<file path="src/rtl/myrisc16_mem_arb.sv">
// myrisc16_mem_arb: two-port round-robin arbiter in front of the single
// synchronous 16-bit-word memory. Port 0 is the core, port 1 the loader/debug.
// One access per cycle, grant is combinational, read data returns one cycle
// after the grant. Defining MYRISC16_ARB_LOCK_EN adds mN_lock_i and bounded
// locked sequences (at most LOCK_MAX consecutive locked grants while the
// other master waits); without it the arbiter is pure round-robin.
module myrisc16_mem_arb #(
    parameter int AW       = 16,
    parameter int DW       = 16,
    parameter int LOCK_MAX = 8
) (
    input  logic          clk,
    input  logic          rstn,
    input  logic          m0_req_i,
    input  logic          m0_we_i,
    input  logic [AW-1:0] m0_addr_i,
    input  logic [DW-1:0] m0_wdata_i,
`ifdef MYRISC16_ARB_LOCK_EN
    input  logic          m0_lock_i,
`endif
    output logic          m0_gnt_o,
    output logic          m0_rvalid_o,
    output logic [DW-1:0] m0_rdata_o,
    input  logic          m1_req_i,
    input  logic          m1_we_i,
    input  logic [AW-1:0] m1_addr_i,
    input  logic [DW-1:0] m1_wdata_i,
`ifdef MYRISC16_ARB_LOCK_EN
    input  logic          m1_lock_i,
`endif
    output logic          m1_gnt_o,
    output logic          m1_rvalid_o,
    output logic [DW-1:0] m1_rdata_o,
    output logic          mem_en_o,
    output logic          mem_we_o,
    output logic [AW-1:0] mem_addr_o,
    output logic [DW-1:0] mem_wdata_o,
    input  logic [DW-1:0] mem_rdata_i
);

    // LOCK_MAX must fit the 8-bit lock counter and allow at least one grant.
    if (LOCK_MAX < 1 || LOCK_MAX > 255) begin : g_bad_lock_max
        $error("myrisc16_mem_arb: LOCK_MAX must be in 1..255");
    end

    logic last_q, last_d;
    logic rd_pend_q, rd_pend_d;
    logic rd_id_q, rd_id_d;

    logic win_valid;
    logic win_id;
    logic sel_we;
    logic lock_hold;
    logic lock_break;
    logic lock_owner;

`ifdef MYRISC16_ARB_LOCK_EN
    localparam logic [7:0] LOCK_MAX_C = 8'(LOCK_MAX);

    logic       locked_q, locked_d;
    logic       owner_q, owner_d;
    logic [7:0] lock_cnt_q, lock_cnt_d;
    logic       own_req, oth_req, at_max, win_lock;

    assign own_req    = owner_q ? m1_req_i : m0_req_i;
    assign oth_req    = owner_q ? m0_req_i : m1_req_i;
    assign at_max     = (lock_cnt_q >= LOCK_MAX_C);
    // Owner keeps the memory unless its quota is used up and the other waits.
    assign lock_hold  = locked_q & own_req & ~(oth_req & at_max);
    assign lock_break = locked_q & own_req & oth_req & at_max;
    assign lock_owner = owner_q;
    assign win_lock   = win_id ? m1_lock_i : m0_lock_i;
`else
    assign lock_hold  = 1'b0;
    assign lock_break = 1'b0;
    assign lock_owner = 1'b0;
`endif

    // Pick the winner: lock first, then round-robin on a tie.
    always_comb begin
        win_valid = rstn & (m0_req_i | m1_req_i);
        if (lock_hold)
            win_id = lock_owner;
        else if (lock_break)
            win_id = ~lock_owner;
        else if (m0_req_i & m1_req_i)
            win_id = ~last_q;
        else
            win_id = m1_req_i;
    end

    assign sel_we      = win_id ? m1_we_i : m0_we_i;
    assign m0_gnt_o    = win_valid & ~win_id;
    assign m1_gnt_o    = win_valid & win_id;
    assign mem_en_o    = win_valid;
    assign mem_we_o    = win_valid & sel_we;
    assign mem_addr_o  = win_id ? m1_addr_i : m0_addr_i;
    assign mem_wdata_o = win_id ? m1_wdata_i : m0_wdata_i;

    assign m0_rvalid_o = rd_pend_q & ~rd_id_q;
    assign m1_rvalid_o = rd_pend_q & rd_id_q;
    assign m0_rdata_o  = mem_rdata_i;
    assign m1_rdata_o  = mem_rdata_i;

    // Next state for round-robin pointer and read-return tracking.
    always_comb begin
        last_d    = last_q;
        rd_id_d   = rd_id_q;
        rd_pend_d = win_valid & ~sel_we;
        if (win_valid) begin
            last_d  = win_id;
            rd_id_d = win_id;
        end
    end

    // Round-robin and read-return registers; reset gives port 0 the first tie.
    always_ff @(posedge clk) begin
        if (!rstn) begin
            last_q    <= 1'b1;
            rd_pend_q <= 1'b0;
            rd_id_q   <= 1'b0;
        end else begin
            last_q    <= last_d;
            rd_pend_q <= rd_pend_d;
            rd_id_q   <= rd_id_d;
        end
    end

`ifdef MYRISC16_ARB_LOCK_EN
    // Lock bookkeeping: the winner's lock request decides; no grant means the
    // owner has let go, so the lock is released.
    always_comb begin
        locked_d   = locked_q;
        owner_d    = owner_q;
        lock_cnt_d = lock_cnt_q;
        if (win_valid) begin
            if (win_lock) begin
                locked_d = 1'b1;
                owner_d  = win_id;
                if (locked_q && owner_q == win_id)
                    lock_cnt_d = (lock_cnt_q == 8'hFF) ? 8'hFF : lock_cnt_q + 8'd1;
                else
                    lock_cnt_d = 8'd1;
            end else begin
                locked_d   = 1'b0;
                lock_cnt_d = 8'd0;
            end
        end else if (locked_q && !own_req) begin
            locked_d   = 1'b0;
            lock_cnt_d = 8'd0;
        end
    end

    // Lock state registers.
    always_ff @(posedge clk) begin
        if (!rstn) begin
            locked_q   <= 1'b0;
            owner_q    <= 1'b0;
            lock_cnt_q <= 8'd0;
        end else begin
            locked_q   <= locked_d;
            owner_q    <= owner_d;
            lock_cnt_q <= lock_cnt_d;
        end
    end
`endif

endmodule

</file>
<file path="config.mk">
export PLATFORM = sky130hd
export DESIGN_NAME = myrisc16_mem_arb
export DESIGN_NICKNAME = d
export VERILOG_FILES = /design/src/rtl/myrisc16_mem_arb.sv
export SDC_FILE = /design/constraint.sdc
export NUM_CORES = 1
export LEC_CHECK = 0
export ABC_AREA = 1
export BUFFER_PORTS_ARGS = -buffer_cell sky130_fd_sc_hd__buf_2
export CORE_MARGIN = 1.5
export CORE_UTILIZATION = 24
export DETAILED_ROUTE_END_ITERATION = 8
export MAX_ROUTING_LAYER = met4
export PLACE_DENSITY_LB_ADDON = 0.25
export SETUP_SLACK_MARGIN = 0.05
export SYNTH_ARGS = -nofsm -noshare
export SYNTH_HDL_FRONTEND = slang
export SYNTH_SLANG_ARGS = --single-unit
</file>
<file path="constraint.sdc">
create_clock -name clk -period 1 [get_ports clk]
set_input_delay 0.15 -clock clk [delete_from_list [all_inputs] [get_ports clk]]
set_output_delay 0.15 -clock clk [all_outputs]
set_load 0.02 [all_outputs]
</file>
; ---- After elaboration in Yosys (flattened, before gate mapping)
; Cells that the tools add are included.
[totals]
inputBits = 86
reg_bits = 3
out_inout_bits = 70
mem_bits_ro = 0
elab_cells = 20
latch_bits = 0
ramBits = 0
n_memories = 0
[classes]
n_eq_ne = 0
n_addsub = 0
div = 0
reduce_logical = 0
mux = 4
n_mul = 0
n_bitwise = 13
n_shift = 0
n_lt_le_gt_ge = 0
[ops]
columns = op, count
row1 = 2-to-1 mux 16 bit, 2
row2 = bitwise AND 1 bit, 8
row3 = NOT 1 bit, 4
row4 = 2-to-1 mux 1 bit, 2
row5 = OR 1 bit, 1

; ---- Longest topological paths before layout
[logic_depth]
depth_word = 5
mapped_depth = 6
ltp_nobuf = 5

; ---- Least setup slack after synthesis
; OpenSTA, ideal clock, no wires.
[synth_path]
path_kind = reg-to-output
startpoint = register last_q
endpoint = output port m0_gnt_o
path_slack_ns = -0.133
path_stages_with_launch = 6
t_required_ns = 0.850
t_arrival_ns = 0.983
path_cell_list = dfxtp_1 nand2_2 nand2_4 inv_4 buf_6 nor2_1
[synth_between]
elab_chain_len = 4
[synth_rtl]
columns = item, line_no
row1 = start: declaration, 46  ; logic last_q, last_d;
row2 = start signal: assignment, 123  ; last_q <= last_d;
row3 = NOT 1 bit, 87  ; win_id = ~last_q;
row4 = 2-to-1 mux 1 bit, 86  ; else if (m0_req_i & m1_req_i)
row5 = NOT 1 bit, 93  ; assign m0_gnt_o = win_valid & ~win_id;
row6 = bitwise AND 1 bit, 93
row7 = end: declaration, 21  ; output logic m0_gnt_o,
; No other way between the ends.

; ---- Final worst setup path
[layout_path]
startpoint = register last_q
endpoint = output port mem_we_o
[layout_between]
elab_chain_len = 4
[layout_rtl]
columns = item, line_no
row1 = NOT 1 bit, 87
row2 = 2-to-1 mux 1 bit, 86
row3 = 2-to-1 mux 1 bit, 92  ; assign sel_we = win_id ? m1_we_i : m0_we_i;
row4 = bitwise AND 1 bit, 96  ; assign mem_we_o = win_valid & sel_we;
row5 = end: declaration, 35  ; output logic mem_we_o,
; No other way between the ends.

==> impl_metrics.py <==
metrics = {
    "grt": {
        "antenna_found_initial": 0,
        "grt.overflow.total": 0,
        "grt_max_degree": 20,
        "grt_pass1_wl_um": 4000,
        "grt_pass1_vias": 987,
        "gr-usage-all-layers": 0.142,
    },
    "cells_and_area": {
        "fillers": 362,
        "final_util": 0.506,
        "diodes": 0,
        "seq_area_um2": 63.8,
        "syn2layout_area_growth_pct": 102,
        "multi_input_area_um2": 622,
        "finalInstanceArea_um2": 1690,
        "mostFrequentLayoutCells": "buf_2 (69), nand2_1 (56), nand2_2 (43)",
        "drive_gt1_frac": 0.719,
        "fin_nets": 336,
        "final_cells": 295,
        "layout_commonest_cell": "buf_2",
    },
    "floorplan": {
        "die_y_um": 62.1,
        "die_w_um": 62.1,
        "core_area_um2": 3340,
        "num_rows": 21,
        "pin_count": 156,
        "initial_core_util": 0.251,
        "die_area_um2": 3850,
    },
    "detailed_routing": {
        "wire_per_inst_um": 10.3,
        "dr.first_iter.drc_count": 27,
        "finalWirelength_um": 3050,
        "drc": 0,
        "vias": 1204,
        "vias_per_cell": 4.08,
        "dr.pass1.iters": 3,
        "drtAntennaViolNets": 0,
    },
    "timing": {
        "setup_violations": 35,
        "grt_setup_unrepaired": "true",
        "skew_ns": 0.00484,
        "fin_crit_ns": 1.36,
        "finalHoldViolations": 0,
        "clock.fmax_ghz": 0.734,
        "tns_ns": -11.35,
        "worst_pin_slew_ns": 0.140,
        "slew_headroom": 0.905,
        "setup_slack_ns": -0.363,
        "maxSlewViolCount": 0,
        "finalCritPeriodShare": 1.36,
    },
    "yosys": {
        "ys_ff_latch": 3,
        "synthMuxAreaShare": 0,
        "synthCells": 166,
        "synth_compound_area_frac": 0.0135,
        "yosysWarnings": 0,
        "ys_seq_area_frac": 0.0717,
        "synth_fa_ha_area_frac": 0,
        "yosysUniqueCellTypes": 13,
        "synthXorXnorAreaFrac": 0,
        "synth_top_family_by_area": "simple AND/OR/NAND/NOR gates",
        "avgSynthCellArea_um2": 5.04,
        "syn_area_um2": 837,
        "synth_simple_gate_area_frac": 0.526,
        "syn-num-nets": 252,
    },
    "clock_network": {
        "clock_path_buffers": 2,
        "cts_buffers": 3,
        "clk_latency_ns": 0.24,
        "hold_buffers": 0,
        "h-tree-depth": 1,
        "clkSlewWorstSetupHoldPaths_ns": 0.04,
        "cts_sinks": 3,
        "cts_tree": "done",
        "root_buffer": "clkbuf_4",
        "post_cts_buffers": 0,
    },
    "worst_setup_path": {
        "crit_path_cell_trace": "nand2_2 -> nand2_4 -> buf_12 -> nand2_2 -> nand2_2 -> nor2_2 -> buf_6",
        "crit_path_end_kind": "output pin",
        "worst_path_most_repeated_cell": "nand2_2",
        "r2r_slack_ns": 0.01,
        "slowest_delay_ns": 0.31,
        "cp_max_fo": 19,
        "reg2reg_to": "rd_pend_q",
        "slowest_stage": "dfxtp_2",
        "endpoint": "mem_we_o",
        "critical_path.reg2reg.startpoint": "last_q",
        "required_ns": 0.85,
        "reg2reg_depth": 7,
        "criticalPathCategory": "flip-flop to output pin",
        "arrival_ns": 1.21,
        "crit_start": "last_q",
        "start_kind": "flip-flop",
    },
    "place": {
        "placed_area_um2": 1380,
        "portBuffers": 107,
        "gp_congestion": 0.779,
        "hpwl_um": 2290,
        "place_inst": 290,
    },
    "power_and_ir_drop": {
        "power_density_nw_per_um2": 805,
        "max-vdd-ir-drop_v": 0.000356,
        "leakage_nw": 1.00,
        "finalPower_mw": 1.36,
    },
    "hold_path": {
        "hold_class": "input port to flip-flop",
    },
    "run_status": {
        "outcome": "complete, but fails checks",
        "failed_checks": "negative setup slack",
    },
    "run": {
        "maxCapViolCount": 0,
    },
}
==> critical path: cells and delay by family (launching register included) <==
kind | cells | cell delay [ns]
buf+inv | 2 | 0.28
flops | 1 | 0.31
simple gates | 5 | 0.36
==> cell usage after synthesis (all sizes together) <==
master	instances	share of area
buf	38	0.35
inv	9	0.043
nand3	2	0.012
o22ai	1	0.0075
o21ai	1	0.0060
nand2	107	0.49
dfxtp	3	0.072
nor2	5	0.022
==> state kept, by name (all words and copies together) (netlist names) <==
register,cells
last_q,1
rd_id_q,1
rd_pend_q,1
==> power by group <==
part | internal, mW | switching [mW]
combinational | 0.498 | 0.501
sequential | 0.131 | 0.00535
clock | 0.150 | 0.0737
==> repair_timing <==
action / CTS / global route
resized for setup: 71 / 19
endpoints found under the setup margin: 38 / 40
cloned: 0 / 1
==> kinds of logic after synthesis <==
group / Yosys count
AOI/OAI and AO/OA: 2
buffers and inverters: 47
DFF: 3
and+or+nand+nor: 114
==> worst min path at each step <==
stage | startpoint | cells after the start | endpoint
after detailed placement | mem_rdata_i[8] | 0 | m0_rdata_o[8]
after floorplan | rstn | 1 | last_q
after global routing | rstn | 2 | last_q
after CTS | rstn | 2 | last_q
final | rstn | 2 | last_q
after global placement | mem_rdata_i[8] | 0 | m0_rdata_o[8]
==> metrics by stage <==
stage	setup WS, ns	hold slack (ns)
2_1_floorplan	-0.00423	0.219
3_3_place_gp	-0.113	0.300
3_5_place_dp	-0.134	0.300
4_1_cts	-0.368	0.118
5_1_grt	-0.438	0.131
6_report	-0.363	0.127
==> metal layers <==
| metal | part of all wire | vias up | global-route usage |
|---|---|---|---|
| met4 | 0.018 | 0 | 0.0517 |
| li1 | - | 621 | - |
| met1 | 0.34 | 506 | 0.129 |
| met5 | 0 | - | - |
| met3 | 0.11 | 13 | 0.0373 |
| met2 | 0.53 | 64 | 0.277 |
==> area by class of cell <==
class,instances,area share
Timing Repair Buffer,117,0.521
Multi-Input combinational cell,116,0.368
Inverter,9,0.0230
Tap cell,46,0.0341
Clock buffer,4,0.0156
Sequential cell,3,0.0378
Note: power is estimated with default switching activity, not from simulation.
